$ cat config.mk
export PLATFORM = sky130hd
export DESIGN_NAME = lsu_mem_master
export DESIGN_NICKNAME = d
export VERILOG_FILES = /design/src/rtl/lsu_pkg.sv /design/src/rtl/lsu_lane_align.sv /design/src/rtl/lsu_mem_master.sv
export SDC_FILE = /design/constraint.sdc
export NUM_CORES = 1
export LEC_CHECK = 0
export CAP_MARGIN = 10
export CORE_ASPECT_RATIO = 1.4
export CORE_MARGIN = 2
export CORE_UTILIZATION = 45
export CTS_CLUSTER_SIZE = 40
export DETAILED_ROUTE_END_ITERATION = 12
export PLACE_DENSITY = 0.77
export SKIP_CTS_REPAIR_TIMING = 1
export SYNTH_ARGS = -nofsm -noshare
export SYNTH_HDL_FRONTEND = slang
export SYNTH_HIERARCHICAL = 1
export SYNTH_SLANG_ARGS = --single-unit
$ cat constraint.sdc
create_clock -name clk -period 3.8 [get_ports clk]
set_input_delay 0.57 -clock clk [delete_from_list [all_inputs] [get_ports clk]]
set_output_delay 0.57 -clock clk [all_outputs]
set_load 0.1 [all_outputs]
$ cat src/rtl/lsu_pkg.sv
// Shared encodings and helpers for the load/store memory master.
package lsu_pkg;

  localparam logic [1:0] SZ_BYTE = 2'b00;
  localparam logic [1:0] SZ_HALF = 2'b01;
  localparam logic [1:0] SZ_WORD = 2'b10;

  typedef enum logic [1:0] {
    ST_IDLE   = 2'd0,
    ST_ACCESS = 2'd1,
    ST_WRITE  = 2'd2,
    ST_RESP   = 2'd3
  } state_e;

  // True when the request cannot be performed: illegal size or an address
  // that is not naturally aligned for the access size.
  function automatic logic misaligned(input logic [1:0] size, input logic [1:0] lo);
    logic bad;
    case (size)
      SZ_BYTE: bad = 1'b0;
      SZ_HALF: bad = lo[0];
      SZ_WORD: bad = (lo != 2'b00);
      default: bad = 1'b1;
    endcase
    return bad;
  endfunction

endpackage

$ cat src/rtl/lsu_lane_align.sv
// Little-endian lane steering: load extract/extend and sub-word store merge.
module lsu_lane_align
  import lsu_pkg::*;
#(
  parameter int DATA_W = 32
) (
  input  logic [1:0]        addr_lo_i,
  input  logic [1:0]        size_i,
  input  logic              unsigned_i,
  input  logic [DATA_W-1:0] old_i,
  input  logic [DATA_W-1:0] wdata_i,
  output logic [DATA_W-1:0] load_o,
  output logic [DATA_W-1:0] merged_o
);

  logic [7:0]  lane_b;
  logic [15:0] lane_h;
  logic [4:0]  b_base;
  logic [4:0]  h_base;

  assign b_base = {addr_lo_i, 3'b000};
  assign h_base = {addr_lo_i[1], 4'b0000};

  // Select the addressed lane for loads and overlay new data for stores.
  always_comb begin
    lane_b   = old_i[b_base +: 8];
    lane_h   = old_i[h_base +: 16];
    load_o   = old_i;
    merged_o = old_i;
    case (size_i)
      SZ_BYTE: begin
        load_o                = {{(DATA_W-8){~unsigned_i & lane_b[7]}}, lane_b};
        merged_o[b_base +: 8] = wdata_i[7:0];
      end
      SZ_HALF: begin
        load_o                 = {{(DATA_W-16){~unsigned_i & lane_h[15]}}, lane_h};
        merged_o[h_base +: 16] = wdata_i[15:0];
      end
      default: begin
        load_o   = old_i;
        merged_o = wdata_i;
      end
    endcase
  end

endmodule

$ cat src/rtl/lsu_mem_master.sv
// Load/store initiator for a single-port word-wide data memory.
module lsu_mem_master
  import lsu_pkg::*;
#(
  parameter int ADDR_W = 32,
  parameter int DATA_W = 32
) (
  input  logic              clk,
  input  logic              rst,
  input  logic              req_valid,
  output logic              req_ready,
  input  logic              req_we,
  input  logic [1:0]        req_size,
  input  logic              req_unsigned,
  input  logic [ADDR_W-1:0] req_addr,
  input  logic [DATA_W-1:0] req_wdata,
  output logic              resp_valid,
  output logic              resp_err,
  output logic [DATA_W-1:0] resp_rdata,
  output logic              mem_WE,
  output logic [ADDR_W-1:0] mem_A,
  output logic [DATA_W-1:0] mem_WD,
  input  logic [DATA_W-1:0] mem_RD
);

  state_e              state_q, state_d;
  logic                we_q;
  logic [1:0]          size_q;
  logic                uns_q;
  logic [ADDR_W-1:0]   addr_q;
  logic [DATA_W-1:0]   wdata_q;
  logic [DATA_W-1:0]   word_q;
  logic                err_q;

  logic                accept;
  logic                acc_err;
  logic [ADDR_W-1:0]   aligned_a;
  logic [DATA_W-1:0]   load_data;
  logic [DATA_W-1:0]   merged;

  assign req_ready = (state_q == ST_IDLE) && !rst;
  assign accept    = req_valid && req_ready;
  assign acc_err   = misaligned(req_size, req_addr[1:0]);
  assign aligned_a = {addr_q[ADDR_W-1:2], 2'b00};

  lsu_lane_align #(.DATA_W(DATA_W)) u_align (
    .addr_lo_i  (addr_q[1:0]),
    .size_i     (size_q),
    .unsigned_i (uns_q),
    .old_i      (word_q),
    .wdata_i    (wdata_q),
    .load_o     (load_data),
    .merged_o   (merged)
  );

  // FSM state register; reset forces IDLE immediately.
  always_ff @(posedge clk or posedge rst) begin
    if (rst) state_q <= ST_IDLE;
    else     state_q <= state_d;
  end

  // Request latch on accept and old-word capture at the end of ACCESS.
  // Errored requests latch a zero address so the bus stays quiet in RESP.
  always_ff @(posedge clk or posedge rst) begin
    if (rst) begin
      we_q    <= 1'b0;
      size_q  <= SZ_BYTE;
      uns_q   <= 1'b0;
      addr_q  <= '0;
      wdata_q <= '0;
      word_q  <= '0;
      err_q   <= 1'b0;
    end else begin
      if (accept) begin
        we_q    <= req_we;
        size_q  <= req_size;
        uns_q   <= req_unsigned;
        addr_q  <= acc_err ? '0 : req_addr;
        wdata_q <= req_wdata;
        err_q   <= acc_err;
      end
      if (state_q == ST_ACCESS) word_q <= mem_RD;
    end
  end

  // Next-state sequencing and memory/response drive.
  always_comb begin
    state_d    = state_q;
    resp_valid = 1'b0;
    resp_err   = 1'b0;
    resp_rdata = '0;
    mem_WE     = 1'b0;
    mem_A      = '0;
    mem_WD     = '0;
    case (state_q)
      ST_IDLE: begin
        if (accept) begin
          if (acc_err)                state_d = ST_RESP;
          else if (!req_we)           state_d = ST_ACCESS;
          else if (req_size == SZ_WORD) state_d = ST_WRITE;
          else                        state_d = ST_ACCESS;
        end
      end
      ST_ACCESS: begin
        mem_A   = aligned_a;
        state_d = we_q ? ST_WRITE : ST_RESP;
      end
      ST_WRITE: begin
        mem_A   = aligned_a;
        mem_WE  = 1'b1;
        mem_WD  = merged;
        state_d = ST_RESP;
      end
      ST_RESP: begin
        mem_A      = aligned_a;
        resp_valid = 1'b1;
        resp_err   = err_q;
        resp_rdata = (we_q || err_q) ? '0 : load_data;
        state_d    = ST_IDLE;
      end
      default: state_d = ST_IDLE;
    endcase
  end

endmodule

==> key figures, run 1 <==
Clocking
  • CTS tree: built
  • Clock transition at the registers of the reported paths: 70 ps
  • TritonCTS Buffers: 9
  • Sink Count: 103
  • Worst-skew pair later-pin latency: 350 ps
  • Max Buffers Root-to-Sink: 2
  • Max H-tree Level: 3
  • Root buf cell: clkbuf_16

Layout
  • Final nets: 1,037
  • # fillers: 1,171
  • Area grow syn2layout: 42.3%
  • Share of cells above drive strength 1: 21.5%
  • Commonest non-fill, non-tap cells in the layout: nand2_1 (216), clkdlybuf4s50_1 (104), dfrtp_1 (102)
  • Commonest non-fill, non-tap cell in the layout: nand2_1

Critical path
  • Buffers & Inverters on Critical Path: 2
  • Crit-path slowest cell: dfrtp_1
  • Startpoint type of the worst setup path: register
  • WS Path Type: register to primary output
  • Arr. time, crit path: 2950 ps
  • Worst-path maximum fanout: 18
  • Worst-path cell chain: inv_2 -> ha_1 -> nor2b_1 -> a41oi_1 -> o221ai_1 -> and2_1 -> buf_12
  • Worst path max stage delay: 760 ps
  • CP required: 3230 ps
  • Setup crit end kind: primary output
  • CP delay by family, top: flip-flops

Synth
  • Distinct cell type count after synthesis: 63
  • Synth Flop Type: dfrtp_1
  • Synthesized area per cell: 8.93 µm²
  • Yosys top cell area share: 38.2%
  • FFs w/ async S/R, synth: 100%
  • Gate Count Post-Synth: 755
  • Post-synthesis sequential area ratio: 38.2%
  • Synthesized area: 0.00675 mm²
  • Largest area contributor in the netlist: dfrtp_1
  • #FFs+latches synth: 103
  • Synth area leaders: dfrtp_1 (38%), nand2_1 (12%), and2_1 (6.0%)
  • Yosys warns: 6
  • EDFF count, synth: 0

Timing
  • Setup TNS Final: 0 ps
  • Fin crit share: 92.7%
  • Worst slew margin: 29.6%
  • Clk_skew: 4.47 ps
  • Period minus WS final: 3520 ps
  • Final max-slew violation count: 0
  • Slew @ Worst Pin: 1060 ps
  • RSZ-0062 raised after global routing: no
  • Final Hold Fails: 0
  • FMAX: 284 MHz
  • Final setup viols: 0

Flow run
  • Max_cap viols: 0

Route
  • Vias: 6,076
  • Routed len/inst: 18.1 µm
  • Antenna viol nets, final: 0
  • DR pass1 iterations: 7
  • Post-route DRC: 0
  • Initial DRC count: 330
  • Routed wire length: 20,300 µm
  • DR vias/cell: 5.43

Global route
  • Grt ovf: 0
  • Vias in the first global route: 6,013
  • Largest net degree at the start of global routing: 58
  • Tot GR Track Use: 26.2%
  • Initial antenna violation count: 2
  • First-pass GRT wire length: 32,600 µm

Die
  • Die area: 0.0160 mm²
  • Core footprint: 0.0146 mm²
  • Die span in y: 149 µm
  • # rows: 52
  • Starting Density: 46.3%
  • Io pins: 203
  • Die width: 107 µm

Status
  • Status: complete, no violations

Placement
  • HPWL Detailed: 15,100 µm
  • Port bufs: 200
  • Placer Congestion: 0.895

Hold path
  • Worst Hold Class: register to register
## through the flow
stage / worst slack [ps] / hold WS [ps] / area [µm²] / instances / util (%)
2_1_floorplan: 526 / 442 / 6750 / 756 / -
3_3_place_gp: 753 / 453 / 9290 / 1102 / 63.7
3_5_place_dp: 690 / 462 / 9290 / 1102 / 63.7
4_1_cts: 312 / 478 / 9590 / 1118 / 65.8
5_1_grt: 138 / 500 / 9600 / 1120 / 65.9
6_report: 276 / 474 / 9600 / 1120 / 65.9
## synthesized netlist by cell type, types with 3 or more instances
master / count
ha_1: 10
a41oi_1: 8
nor2b_1: 45
o21ai_2: 10
buf_4: 7
mux2_2: 36
a22o_1: 23
o21ai_1: 26
o211ai_1: 7
buf_6: 12
inv_1: 13
nand2_1: 216
clkbuf_2: 3
a22oi_1: 11
buf_2: 17
o221ai_1: 8
a21oi_1: 5
mux2_1: 7
dfrtp_1: 103
nand3_1: 3
and2_1: 65
nand2b_1: 4
nor2_1: 11
o21ai_0: 14
a221o_1: 15
mux2i_1: 15
o221ai_2: 8
clkbuf_1: 14
## final cells by class
cell class	count	area, µm²	share of cell area (%)
timing repair buffer	213	2660	27.7
multi-input combinational	582	3750	39.1
inverter	15	61.3	0.639
tap	189	236	2.46
clock inverter	5	62.6	0.652
antenna	2	5.00	0.0521
sequential	103	2580	26.9
clock buffer	11	243	2.53
## registers in the layout (all words and copies together), names as in the netlist
name     cells
addr_q      32
wdata_q     32
word_q      32
size_q       2
state_q      2
err_q        1
uns_q        1
we_q         1
## metal layers
layer / share of wire, % / up-vias / GRT usage, %
met5: 0 / - / 0
met4: 4.6 / 0 / 12.4
met2: 50 / 266 / 45.2
met1: 37 / 2843 / 30.7
li1: - / 2916 / -
met3: 8.2 / 51 / 5.77
## logic make-up after synthesis
| group | after synthesis | share of synthesized area, % |
|---|---|---|
| buffers and inverters | 71 | 6.25 |
| other | 1 | 0.0556 |
| and+or+nand+nor | 365 | 26.4 |
| AOI/OAI and AO/OA | 146 | 17.6 |
| muxes | 59 | 9.63 |
| adders and majority gates | 10 | 1.85 |
| DFF | 103 | 38.2 |
## tightest hold or removal path: stages (launching register included)
cell,delay [ps]
dfrtp_1,340
nand2_1,40
o21ai_0,60
## final timing paths
path	start	end	slack, ps	depth (start not counted)
max in group asynchronous	rst	addr_q[21]	2210	3
min	addr_q[11]	addr_q[11]	470	2
min reg2reg	addr_q[11]	addr_q[11]	470	2
max reg2reg	state_q[0]	addr_q[29]	1740	6
min in group asynchronous	rst	state_q[0]	790	2
max	addr_q[0]	mem_WD[26]	280	7
Power of run 1 is left out: the tool's default activity adds up to more than one toggle a clock period on the data nets, which glitch-free logic cannot reach.
==> run 2: changes to the inputs <==
Settings changed: CORE_UTILIZATION 45 to 48, PLACE_DENSITY 0.77 to 0.81.
==> run 2 against run 1 <==
Via count rose by 2.3%. Non-clock buffer count is the same. Die area decreased by 6.1%. Routed wire length about the same. Sequential cell count did not move. Worst setup slack improved by 70 ps. Register-to-register slack got worse by 110 ps. Clock skew up 0.74 ps. Worst hold slack gained 2.1 ps. Clock-buffer cell count fell by 1. Critical path depth unchanged. Design area fell by 0.14%.
==> key figures, run 2 (synthesis results as in run 1) <==
Critical path
  • Setup crit end kind: primary output (unchanged)
  • Reg2reg setup slack: 1630 ps (was 1740 ps)
  • Worst-path maximum fanout: 18 (unchanged)
  • Startpoint type of the worst setup path: register (unchanged)
  • CP required: 3230 ps (about the same)
  • Arr. time, crit path: 2880 ps (was 2950 ps)
  • WS Path Type: register to primary output (unchanged)

Die
  • Die width: 104 µm (was 107 µm)
  • Die span in y: 144 µm (was 149 µm)
  • Die area: 0.0150 mm² (was 0.0160 mm²)
  • Io pins: 203 (unchanged)
  • Starting Density: 48.7% (was 46.3%)
  • # rows: 51 (was 52)
  • Core footprint: 0.0138 mm² (was 0.0146 mm²)

Route
  • Antenna viol nets, final: 0 (unchanged)
  • DR vias/cell: 5.57 (was 5.43)
  • Initial DRC count: 410 (was 330)
  • Routed wire length: 20,300 µm (about the same)
  • DR pass1 iterations: 6 (was 7)
  • Routed len/inst: 18.2 µm (was 18.1 µm)
  • Post-route DRC: 0 (unchanged)
  • Vias: 6,214 (was 6,076)

Timing
  • RSZ-0062 raised after global routing: no (unchanged)
  • Fin crit share: 90.9% (was 92.7%)
  • Period minus WS final: 3450 ps (was 3520 ps)
  • Final max-slew violation count: 0 (unchanged)
  • Clk_skew: 5.21 ps (was 4.47 ps)
  • FMAX: 290 MHz (was 284 MHz)
  • Slew @ Worst Pin: 1060 ps (about the same)
  • Final Hold Fails: 0 (unchanged)
  • Final setup viols: 0 (unchanged)
  • Setup TNS Final: 0 ps (unchanged)
  • Worst slew margin: 29.1% (was 29.6%)

Layout
  • Finished Layout Cells: 1,116 (was 1,120)
  • Multi-input logic area: 0.00375 mm² (unchanged)
  • Share of cells above drive strength 1: 21.5% (unchanged)
  • Area grow syn2layout: 42.1% (was 42.3%)
  • FF+latch area: 0.00258 mm² (unchanged)
  • Commonest non-fill, non-tap cell in the layout: nand2_1 (unchanged)
  • Final nets: 1,037 (unchanged)
  • # fillers: 1,070 (was 1,171)
  • Commonest non-fill, non-tap cells in the layout: nand2_1 (216), clkdlybuf4s50_1 (104), dfrtp_1 (102) (unchanged)
  • Biggest regs: addr_q x32, wdata_q x32, word_q x32 (unchanged)

Hold path
  • Worst Hold Class: register to register (unchanged)

Placement
  • Port bufs: 200 (unchanged)
  • HPWL Detailed: 15,000 µm (was 15,100 µm)
  • Placer Congestion: 0.880 (was 0.895)
  • Placed Cells: 1,098 (was 1,102)

Global route
  • First-pass GRT wire length: 32,200 µm (was 32,600 µm)
  • Largest net degree at the start of global routing: 62 (was 58)
  • Vias in the first global route: 6,032 (was 6,013)
  • Tot GR Track Use: 27.2% (was 26.2%)
  • Grt ovf: 0 (unchanged)
  • Initial antenna violation count: 1 (was 2)

Clocking
  • TritonCTS Buffers: 9 (unchanged)
  • Clock transition at the registers of the reported paths: 70 ps (about the same)
  • Worst-skew pair later-pin latency: 350 ps (about the same)
  • Max Buffers Root-to-Sink: 2 (unchanged)
  • Root buf cell: clkbuf_16 (unchanged)
  • Max H-tree Level: 3 (unchanged)
  • Sink Count: 103 (unchanged)
  • CTS tree: built (unchanged)

Status
  • Status: complete, no violations (unchanged)

Flow run
  • Max_cap viols: 0 (unchanged)
run 2: final timing paths:
path	from	end	cells after the start
max in group asynchronous	rst	addr_q[24]	3
hold / removal	addr_q[15]	addr_q[15]	2
hold reg to reg	addr_q[15]	addr_q[15]	2
min in group asynchronous	rst	addr_q[4]	2
setup / recovery	addr_q[0]	mem_WD[8]	7
setup reg to reg	state_q[0]	state_q[0]	6
run 2: stage by stage:
step | cell area (µm²) | utilization (%) | hold WS [ps] | setup WS (ps)
5_1_grt | 9580 | 69.2 | 500 | 144
3_5_place_dp | 9280 | 67.0 | 462 | 756
2_1_floorplan | 6750 | - | 442 | 526
3_3_place_gp | 9280 | 67.0 | 453 | 823
4_1_cts | 9580 | 69.2 | 479 | 365
6_report | 9580 | 69.2 | 476 | 346
run 2: final cells by class:
type	instances	area share, %
multi-input cells	582	39.1
clock inverters	6	0.705
inverters	15	0.640
well taps	185	2.42
repair buffers	213	27.8
clock buffers	10	2.39
diodes	2	0.0522
flip-flops and latches	103	26.9
run 2: worst max-delay path, cell delays in order (launching register included):
cell and delay (ps):
dfrtp_1 720, inv_2 120, ha_1 410, or4bb_1 460, nor2_4 250, a221o_1 220
and2_1 180, buf_12 190
run 2: per-layer routing:
layer | wire [µm] | global-route usage [%] | up-vias | share of wire (%)
met4 | 1050 | 14.7 | 0 | 5.2
li1 | - | - | 2919 | -
met2 | 10300 | 47.4 | 302 | 51
met3 | 1460 | 4.82 | 67 | 7.2
met5 | 0 | 0 | - | 0
met1 | 7540 | 32.0 | 2926 | 37
Power of run 2 is left out for the same reason.
==> run 3: changes to the inputs <==
Settings changed: ABC_AREA from default to 1.
==> run 3 against run 2 <==
Routed wire length rose by 3.5%. Synthesized cell count rose by 43%. Synthesized area rose by 0.33%. Die area rose by 0.33%. Core utilization fell by 1.6 points. Critical path depth rose by 3. Worst setup slack improved by 94 ps. Largest cell class unchanged. Clock-buffer cell count did not move.
==> key figures, run 3 <==
Synth
  • Largest area contributor in the netlist: dfrtp_1 (unchanged)
  • #FFs+latches synth: 103 (unchanged)
  • Synthesized area: 0.00677 mm² (was 0.00675 mm²)
  • Most frequent cell after synthesis: nand2_1 (unchanged)
  • EDFF count, synth: 0 (unchanged)
  • Post-synth top cells: nand2_1 (515), inv_1 (129), dfrtp_1 (103) (was nand2_1 (216), dfrtp_1 (103), and2_1 (65))
  • Synthesized area per cell: 6.28 µm² (was 8.93 µm²)
  • Synth area leaders: dfrtp_1 (38%), nand2_1 (29%), nand3_1 (7.2%) (was dfrtp_1 (38%), nand2_1 (12%), and2_1 (6.0%))
  • Post-synthesis sequential area ratio: 38.1% (was 38.2%)
  • Synth Flop Type: dfrtp_1 (unchanged)
  • Yosys warns: 6 (unchanged)
  • FFs w/ async S/R, synth: 100% (unchanged)
  • Distinct cell type count after synthesis: 30 (was 63)
  • Yosys top cell area share: 38.1% (was 38.2%)
  • Gate Count Post-Synth: 1,078 (was 755)

Route
  • Post-route DRC: 0 (unchanged)
  • Vias: 7,129 (was 6,214)
  • Antenna viol nets, final: 0 (unchanged)
  • DR vias/cell: 4.98 (was 5.57)
  • Initial DRC count: 703 (was 410)
  • Routed wire length: 21,000 µm (was 20,300 µm)
  • DR pass1 iterations: 6 (unchanged)
  • Routed len/inst: 14.7 µm (was 18.2 µm)

Layout
  • Commonest non-fill, non-tap cell in the layout: nand2_1 (unchanged)
  • Share of cells above drive strength 1: 11.3% (was 21.5%)
  • Antenna diodes: 0 (was 2)
  • Area grow syn2layout: 38.4% (was 42.1%)
  • Finished Layout Cells: 1,432 (was 1,116)
  • Biggest regs: addr_q x32, wdata_q x32, word_q x32 (unchanged)
  • # fillers: 1,227 (was 1,070)
  • Finished Cell Area: 0.00936 mm² (was 0.00958 mm²)
  • Commonest non-fill, non-tap cells in the layout: nand2_1 (515), inv_1 (128), clkdlybuf4s50_1 (104) (was nand2_1 (216), clkdlybuf4s50_1 (104), dfrtp_1 (102))
  • Final nets: 1,355 (was 1,037)

Timing
  • Worst slew margin: 26.6% (was 29.1%)
  • Clk_skew: 9.45 ps (was 5.21 ps)
  • Worst Slack Setup Final: 440 ps (was 346 ps)
  • Final Hold Fails: 0 (unchanged)
  • Fin crit share: 88.4% (was 90.9%)
  • RSZ-0062 raised after global routing: no (unchanged)
  • Final setup viols: 0 (unchanged)
  • Slew @ Worst Pin: 1100 ps (was 1060 ps)
  • Setup TNS Final: 0 ps (unchanged)
  • FMAX: 298 MHz (was 290 MHz)
  • Final max-slew violation count: 0 (unchanged)
  • Period minus WS final: 3360 ps (was 3450 ps)

Global route
  • First-pass GRT wire length: 33,700 µm (was 32,200 µm)
  • Largest net degree at the start of global routing: 75 (was 62)
  • Vias in the first global route: 6,669 (was 6,032)
  • Tot GR Track Use: 28.0% (was 27.2%)
  • Grt ovf: 0 (unchanged)
  • Initial antenna violation count: 0 (was 1)

Die
  • Die area: 0.0151 mm² (was 0.0150 mm²)
  • Die span in y: 144 µm (about the same)
  • Die width: 104 µm (about the same)
  • Core footprint: 0.0138 mm² (unchanged)
  • Starting Density: 48.9% (was 48.7%)
  • Io pins: 203 (unchanged)
  • # rows: 51 (unchanged)

Critical path
  • Reg2Reg Capture Point: state_q[0] (unchanged)
  • Reg2reg setup slack: 1660 ps (was 1630 ps)
  • Startpoint type of the worst setup path: register (unchanged)
  • R2R cell count: 7 (was 6)
  • Worst-path cell chain: inv_1 -> ha_1 -> inv_1 -> nand3_1 -> o22ai_1 -> nand2_1 -> nand2_1 -> nand2_1 -> inv_1 -> buf_12 (was inv_2 -> ha_1 -> or4bb_1 -> nor2_4 -> a221o_1 -> and2_1 -> buf_12)
  • Reg2Reg Launch Point: state_q[0] (unchanged)
  • Crit-path slowest cell: dfrtp_1 (unchanged)
  • WS Path Type: register to primary output (unchanged)
  • CP required: 3230 ps (about the same)
  • Worst path max stage delay: 680 ps (was 720 ps)
  • Worst-path maximum fanout: 17 (was 18)
  • Setup crit end kind: primary output (unchanged)
  • Arr. time, crit path: 2790 ps (was 2880 ps)

Hold path
  • Hold endpoint: uns_q (was addr_q[15])
  • Hold depth: 2 (unchanged)
  • Worst Hold Class: register to register (unchanged)
  • Hold Startpoint: uns_q (was addr_q[15])

Power and ir drop
  • VDD IR max: 716 µV
  • PwrDens: 1020 mW/mm²
  • Final Power: 9.51 mW
  • Leak pwr: 5.17 nW

Placement
  • Port bufs: 200 (unchanged)
  • HPWL Detailed: 15,700 µm (was 15,000 µm)
  • Cell area after placement: 0.00908 mm² (was 0.00928 mm²)
  • Placer Congestion: 0.928 (was 0.880)
  • Placed Cells: 1,416 (was 1,098)
  • Dpl ws: 838 ps (was 756 ps)

Clocking
  • Clock transition at the registers of the reported paths: 70 ps (about the same)
  • Max Buffers Root-to-Sink: 2 (unchanged)
  • Sink Count: 103 (unchanged)
  • CTS tree: built (unchanged)
  • TritonCTS Buffers: 9 (unchanged)
  • Worst-skew pair later-pin latency: 340 ps (was 350 ps)
  • Root buf cell: clkbuf_16 (unchanged)
  • Max H-tree Level: 3 (unchanged)

Flow run
  • Max_cap viols: 0 (unchanged)

Status
  • Status: complete, no violations (unchanged)
[run 3: final cells by class]
| class | instances | area, µm² | share of cell area [%] |
|---|---|---|---|
| flip-flops and latches | 103 | 2580 | 27.5 |
| well taps | 185 | 231 | 2.47 |
| clock inverters | 6 | 53.8 | 0.575 |
| repair buffers | 210 | 2450 | 26.2 |
| clock buffers | 10 | 229 | 2.45 |
| multi-input cells | 783 | 3310 | 35.3 |
| inverters | 135 | 514 | 5.49 |
[run 3: worst max path at each step]
stage | start | slack, ps | to | depth (start not counted)
after floorplan | state_q[0] | 320 | resp_rdata[0] | 4
after global placement | addr_q[0] | 880 | mem_WD[30] | 10
after detailed placement | addr_q[0] | 840 | mem_WD[30] | 10
after CTS | addr_q[0] | 460 | mem_WD[30] | 10
after global routing | addr_q[0] | 190 | mem_WD[22] | 11
final | addr_q[0] | 440 | mem_WD[30] | 10
[run 3: through the flow]
stage | utilization [%] | hold WS, ps
6_report | 67.6 | 485
5_1_grt | 67.6 | 510
4_1_cts | 67.6 | 487
3_5_place_dp | 65.6 | 467
3_3_place_gp | 65.6 | 464
2_1_floorplan | - | 449
[run 3: cell families after synthesis]
family | share of synthesized area [%]
adders and majority gates | 1.85
DFF | 38.1
buffers and inverters | 13.1
AOI/OAI and AO/OA | 3.35
other | 0.0554
and+or+nand+nor | 43.6
[run 3: worst max-delay path: cells and delay by family, from the launching register on]
kind	cells	cell delay [ps]
buffers and inverters	4	950
flip-flops	1	680
AND/OR/NAND/NOR	4	390
adder cells (fa/ha/maj)	1	280
AO/OA/AOI/OAI	1	150
[run 3: where the power goes]
part	internal, mW	switching (mW)
Sequential	1.58	0.574
Combinational	1.84	4.63
Clock	0.457	0.436
Total	3.88	5.64
[run 3: layer usage]
metal	up-vias	part of all wire (%)	track usage [%]
met3	47	8.1	7.03
met2	322	51	49.5
met5	-	0	0
met1	3209	38	33.4
met4	0	3.1	9.32
li1	3551	-	-
(Power assumes the default switching activity.)
